<file path="src/rtl/alu.sv">
// rtl/alu.sv - registered two's-complement arithmetic/logic unit
//
// Decodes a 6-bit function code into add/subtract, multiply, Boolean,
// shift and compare operations. The result and the adder flags are
// registered, so every operation has one cycle of latency.
//
// Ports:
//   clk    in   rising-edge clock
//   rst_n  in   asynchronous active-low reset (clears out and flags)
//   a      in   operand A
//   b      in   operand B (low $clog2(WIDTH) bits give the shift amount)
//   alufn  in   function code; [5:4] selects arith/Boolean/shift/compare
//   out    out  registered result
//   z      out  registered adder zero flag
//   v      out  registered adder signed-overflow flag
//   n      out  registered adder negative flag
module alu #(
  parameter int WIDTH = 32
) (
  input  logic             clk,
  input  logic             rst_n,
  input  logic [WIDTH-1:0] a,
  input  logic [WIDTH-1:0] b,
  input  logic [5:0]       alufn,
  output logic [WIDTH-1:0] out,
  output logic             z,
  output logic             v,
  output logic             n
);

  localparam int S = (WIDTH > 1) ? $clog2(WIDTH) : 1;

  typedef enum logic [1:0] {
    UNIT_ARITH = 2'b00,
    UNIT_BOOL  = 2'b01,
    UNIT_SHIFT = 2'b10,
    UNIT_CMP   = 2'b11
  } unit_e;

  logic [WIDTH-1:0] bx;
  logic [WIDTH-1:0] cin;
  logic [WIDTH-1:0] sum;
  logic             sum_z;
  logic             sum_v;
  logic             sum_n;
  logic [WIDTH-1:0] product;
  logic [WIDTH-1:0] bool_res;
  logic [WIDTH-1:0] shift_res;
  logic [WIDTH-1:0] cmp_res;
  logic [WIDTH-1:0] result;
  logic [3:0]       truth;
  logic [S-1:0]     amt;
  logic             lt;

  // The adder runs for every function code; alufn[0] turns it into a
  // subtractor by inverting b and injecting a carry.
  always_comb begin
    bx    = b ^ {WIDTH{alufn[0]}};
    cin   = '0;
    cin[0] = alufn[0];
    sum   = a + bx + cin;
    sum_z = (sum == '0);
    sum_n = sum[WIDTH-1];
    sum_v = (a[WIDTH-1] == bx[WIDTH-1]) && (sum[WIDTH-1] != a[WIDTH-1]);
  end

  // Low half of the product is the same for signed and unsigned operands.
  always_comb begin
    product = a * b;
  end

  // alufn[3:0] is a truth table indexed by {b[i], a[i]}.
  always_comb begin
    truth    = alufn[3:0];
    bool_res = '0;
    for (int i = 0; i < WIDTH; i++) begin
      bool_res[i] = truth[{b[i], a[i]}];
    end
  end

  always_comb begin
    amt = b[S-1:0];
    if (!alufn[0]) begin
      shift_res = a << amt;
    end else if (alufn[1]) begin
      shift_res = $unsigned($signed(a) >>> amt);
    end else begin
      shift_res = a >> amt;
    end
  end

  always_comb begin
    lt      = sum_n ^ sum_v;
    cmp_res = '0;
    case (alufn[2:1])
      2'b01:   cmp_res[0] = sum_z;
      2'b10:   cmp_res[0] = lt;
      2'b11:   cmp_res[0] = sum_z | lt;
      default: cmp_res[0] = 1'b0;
    endcase
  end

  always_comb begin
    case (unit_e'(alufn[5:4]))
      UNIT_ARITH: result = alufn[1] ? product : sum;
      UNIT_BOOL:  result = bool_res;
      UNIT_SHIFT: result = shift_res;
      UNIT_CMP:   result = cmp_res;
      default:    result = sum;
    endcase
  end

  always_ff @(posedge clk or negedge rst_n) begin
    if (!rst_n) begin
      out <= '0;
      z   <= 1'b0;
      v   <= 1'b0;
      n   <= 1'b0;
    end else begin
      out <= result;
      z   <= sum_z;
      v   <= sum_v;
      n   <= sum_n;
    end
  end

endmodule

</file>
<file path="config.mk">
export PLATFORM = sky130hd
export DESIGN_NAME = alu
export DESIGN_NICKNAME = d
export VERILOG_FILES = /design/src/rtl/alu.sv
export SDC_FILE = /design/constraint.sdc
export NUM_CORES = 2
export LEC_CHECK = 0
export CAP_MARGIN = 20
export CORE_UTILIZATION = 40
export CTS_CLUSTER_SIZE = 14
export DETAILED_ROUTE_END_ITERATION = 10
export GPL_ROUTABILITY_DRIVEN = 0
export GPL_TIMING_DRIVEN = 0
export HOLD_SLACK_MARGIN = 0.15
export PLACE_DENSITY = 0.58
export SLEW_MARGIN = 0
export SYNTH_ARGS = -nofsm -noshare
export SYNTH_HDL_FRONTEND = slang
export SYNTH_SLANG_ARGS = --single-unit
</file>
<file path="constraint.sdc">
create_clock -name clk -period 0.8 [get_ports clk]
set_input_delay 0.08 -clock clk [delete_from_list [all_inputs] [get_ports clk]]
set_output_delay 0.08 -clock clk [all_outputs]
set_load 0.005 [all_outputs]
</file>
After elaboration in Yosys (flattened, before gate mapping) --
Cells that the tools add are included.
Storage, ports and cells: flip-flop bits (word level) 35, word-level logic and storage cells 125
Cells by class: $add $sub $neg 2, $mul 1, order comparisons 32, equality and inequality tests 8, shift operators 3, multiplexer cells 69, bitwise operators 3, reductions and logical operators 3
Operators by type and width (number):
- $pmux 32 s4 | 1
- $lt 2x3->1 const B | 32
- $mux 32 | 3
- $bmux 1 s2 | 32
- $add 32x1->32 | 1
- $add 32x32->32 | 1
- $logic_not 32->1 | 1
- $mul 32x32->32 | 1
- $mux 1 | 32
- $shl 32x5->32 | 1
- $shr 32x5->32 | 1
- $sshr 32x5->32 | 1
- $xor 32x32->32 | 1
- $eq 2x2->1 const B | 4
- $eq 2x1->1 const B | 2
- $pmux 1 s3 | 1
- $logic_not 2->1 | 1
- $eq 1x1->1 | 1
- $logic_and 1x1->1 | 1
- $ne 1x1->1 | 1
- $or 1x1->1 | 1
- $xor 1x1->1 | 1

Longest topological paths before layout --
depth after elaboration 9, gate-level depth with buffers 30

Worst setup path after synthesis --
OpenSTA, ideal clock, no wires.
path type in2reg, start point in b[1], end point reg out[29], library setup time 0.141 ns, data arrival time 7.904 ns, data required time 0.659 ns, path slack -7.246 ns, cell stages on the path 28, path buffers 7, cell sequence clkbuf_1 -> buf_1 -> clkbuf_1 -> buf_1 -> clkbuf_1 -> clkbuf_1 -> nand2_1 -> fa_1 -> fa_1 -> fa_1 -> inv_1 -> fa_1 -> inv_1 -> fa_1 -> inv_1 -> fa_1 -> fa_1 -> ha_1 -> clkbuf_1 -> nand3_1 -> nor4b_1 -> a211o_1 -> a2111oi_0 -> o41ai_1 -> a41oi_1 -> a21boi_0 -> xnor2_1 -> o221ai_1
On the way: word-level cells in the longest chain between the ends 5
Ends and longest elaborated chain:
- start: declaration | RTL line 23 | input logic [WIDTH-1:0] b,
- $xor 32x32->32 | RTL line 58 | bx = b ^ {WIDTH{alufn[0]}};
- $add 32x32->32 | RTL line 61 | sum = a + bx + cin;
- $add 32x1->32 | RTL line 61
- $mux 32 | RTL line 105 | UNIT_ARITH: result = alufn[1] ? product : sum;
- $pmux 32 s4 (*) | RTL line 104 | case (unit_e'(alufn[5:4]))
- via result[29] | RTL line 50 | logic [WIDTH-1:0] result;
- end signal: assignment | RTL line 120 | out <= result;
- end: declaration | RTL line 25 | output logic [WIDTH-1:0] out,
Mark *: on every way through the listed nets, which the timed path passes. The rest lies on a longest branch.

Final worst setup path --
start point in b[2], end point reg out[31]
Same word-level chain as after synthesis.

==> reports/results.ini <==
[setup_path]
crit_required_ns = 0.92
critPathMaxFanout = 6
worst-setup-path-type = in -> reg
endpoint_kind = register
arrival_ns = 7.50
cp-start-kind = primary input

[cts]
clk_path_buf_depth = 2
tritoncts = done
cts_root_buf = clkbuf_16
clkSinkCount = 35
h-tree-depth = 2
clkTransAtPathRegs_ns = 0.05
cts_made_buffers = 5

[synth]
synthFlopType = dfrtp_1
synth_common_cells = 409 x fa_1, 395 x inv_1, 319 x nand2_1, 313 x and2_1, 191 x clkbuf_1
syn_area_per_cell_um2 = 8.469
netlist_instances = 2825
syn-num-nets = 3459
ys_seq_area_share_pct = 3.661
netlist_area_um2 = 23930
synth_top_area_share_pct = 34.22
yosysWarnings = 0
synth_edf_count = 0
synth_area_leaders = fa_1 34%, and2_1 8.2%, ha_1 8.0%
synth_seq_cells = 35
synth_most_common_cell = fa_1
yosys.area.top_type = fa_1
async_reset_ff_share_pct = 100.0
yosys.cell_types.count = 71

[timing]
rsz0062_at_grt = yes
max_freq_mhz = 135.6
setup-tns-final_ns = -175.85
fin_crit_sh_pct = 922.1
maxSlewViolCount = 0
slew_headroom_pct = 25.59
period_needed_ns = 7.376
fin_ws_ns = -6.576
worstMarginPinSlew_ns = 1.102
final_hold_viol_count = 3
fin_hold_ws_ns = -0.001074
setup_violations = 70

[status]
violations = hold timing, setup timing
status = finished, violations left

[hold_path]
hold_path_class = in -> async

[grt]
antenna_found_initial = 3
grt_pass1_wl_um = 157900
grt_overflow = 0
grt_max_degree = 21
grtUsageTotal_pct = 35.96
grt_pass1_vias = 23502

[drt]
wl_met3_um = 14530
ant_nets = 0
wl_per_cell_um = 28.92
drcViolationCount = 0
drt-pass1-iter-count = 10
drt-total-wl_um = 109300
routed.top_layer = met5
m1WireLength_um = 40060
vias = 23248
post_drt_via_cell_ratio = 6.149
wl_met2_um = 45590
drt_iter0_drc = 3810

[final_layout]
final_cell_area_um2 = 29450
fin_nets = 3640
syn2layout_area_growth_pct = 23.11
multi_input_area_um2 = 22280
layout-drive-gt1-share_pct = 21.69
postLayoutCoreUtil_pct = 49.91
fill_cells = 5582
seqCellArea_um2 = 875.8

[placement]
placed_area_um2 = 26780
io_buffers = 94
pre_cts_slack_ns = -8.824
dp_hpwl_um = 84340

[floorplanning]
start_util_pct = 40.54
die_w_um = 246.6
core_area_um2 = 59020
row_count = 89
io_pins = 107
die_area_um2 = 60800
die_h_um = 246.6

[pwr]
combPwrFrac_pct = 97.0
vdd_drop_max_mv = 5.393
pwr-share-seq_pct = 1.7
p_switching_mw = 75.77
p_leak_nw = 13.23
pwr-share-clk_pct = 1.3
p_int_mw = 66.20
total_power_mw = 142.0
power.density_nw_per_um2 = 4820
p_sw_share_pct = 53.37

[flow_run]
maxCapViolations = 0

[power by group through the flow]
| stage | Clock [mW] | Combinational [mW] | Sequential, mW |
|---|---|---|---|
| after CTS | 1.80 | 123 | 2.45 |
| after floorplan | 0 | 84.2 | 2.67 |
| after global placement | 0 | 96.6 | 2.37 |
| final | 1.79 | 138 | 2.44 |
| after detailed placement | 0 | 98.1 | 2.38 |
| after global routing | 1.91 | 144 | 2.50 |
[cells in the final DEF (no fill, tap or decap), drive strengths merged, types with 31 or more instances in the layout]
master | netlist | layout
a211oi | 31 | 31
a21oi | 106 | 106
and2 | 313 | 313
buf | 36 | 181
clkbuf | 191 | 185
dfrtp | 35 | 35
fa | 409 | 409
ha | 153 | 153
inv | 395 | 394
mux2i | 61 | 61
mux4 | 63 | 63
nand2 | 319 | 319
nor2 | 154 | 154
nor3 | 31 | 31
o21ai | 110 | 110
xnor2 | 87 | 87
xor2 | 55 | 55
[final timing paths]
path / start / endpoint / slack [ns] / cells after the start
setup / recovery: b[2] / out[31] / -6.58 / 27
hold / removal: rst_n / z / -0.001 / 1
max in group asynchronous: rst_n / out[16] / 0.24 / 2
min in group clk: alufn[0] / v / 0.18 / 3
[worst max-delay path: stages]
cell and delay, ns:
buf_6 0.10, clkbuf_16 0.13, clkbuf_16 0.13, clkbuf_16 0.15
clkbuf_16 0.17, clkbuf_16 0.16, buf_8 0.13, buf_8 0.11
and2_1 0.14, fa_1 0.53, inv_1 0.05, fa_1 0.51
fa_1 0.46, fa_1 0.58, inv_1 0.07, fa_1 0.48
fa_1 0.58, fa_1 0.54, fa_2 0.51, ha_4 0.36
nand2_1 0.10, o41ai_4 0.44, a41oi_2 0.25, a21oi_2 0.26
a21oi_2 0.10, xnor2_2 0.24, a21oi_2 0.12
[per-layer routing]
layer | GRT usage (%) | vias up
met2 | 53.20 | 1858
met3 | 11.08 | 518
li1 | - | 9461
met4 | 22.04 | 2
met1 | 45.72 | 11409
met5 | 0 | -
[flip-flops by register name (all words and copies together), names as in the netlist]
signal,cells
out,32
n,1
v,1
z,1
[area by class of cell]
type	count	share of cell area, %
Multi-Input combinational cell	2167	75.66
Tap cell	773	3.284
Clock buffer	5	0.4248
Sequential cell	35	2.974
Clock inverter	2	0.04673
Inverter	396	5.068
Timing Repair Buffer	175	5.064
Buffer	226	7.468
Antenna cell	2	0.01699
[metrics by stage]
step | hold slack, ns | cells
2_1_floorplan | -0.2156 | 2825
3_3_place_gp | 0.4593 | 3692
3_5_place_dp | 0.4809 | 3694
4_1_cts | 0.01450 | 3758
5_1_grt | 0.04703 | 3779
6_report | -0.001074 | 3781
[repair_timing]
item / 4_1_cts / 5_1_grt
resized for setup: 698 / 122
hold endpoints to repair: 15 / 15
pin swaps: 117 / 72
buffers inserted: 58 / 24
setup endpoints to repair: 90 / 70
[cell families (layout without fill, tap and decap cells)]
kind of cell	count (synthesis)	after routing	synth area share (%)
simple gates	921	921	18.95
buf+inv	623	804	9.873
fa+ha+maj	562	562	42.22
compound gates	407	407	11.08
xor+xnor	142	142	5.198
mux	135	135	9.016
flops	35	35	3.661
other cells	0	2	0
(Power assumes the default switching activity.)
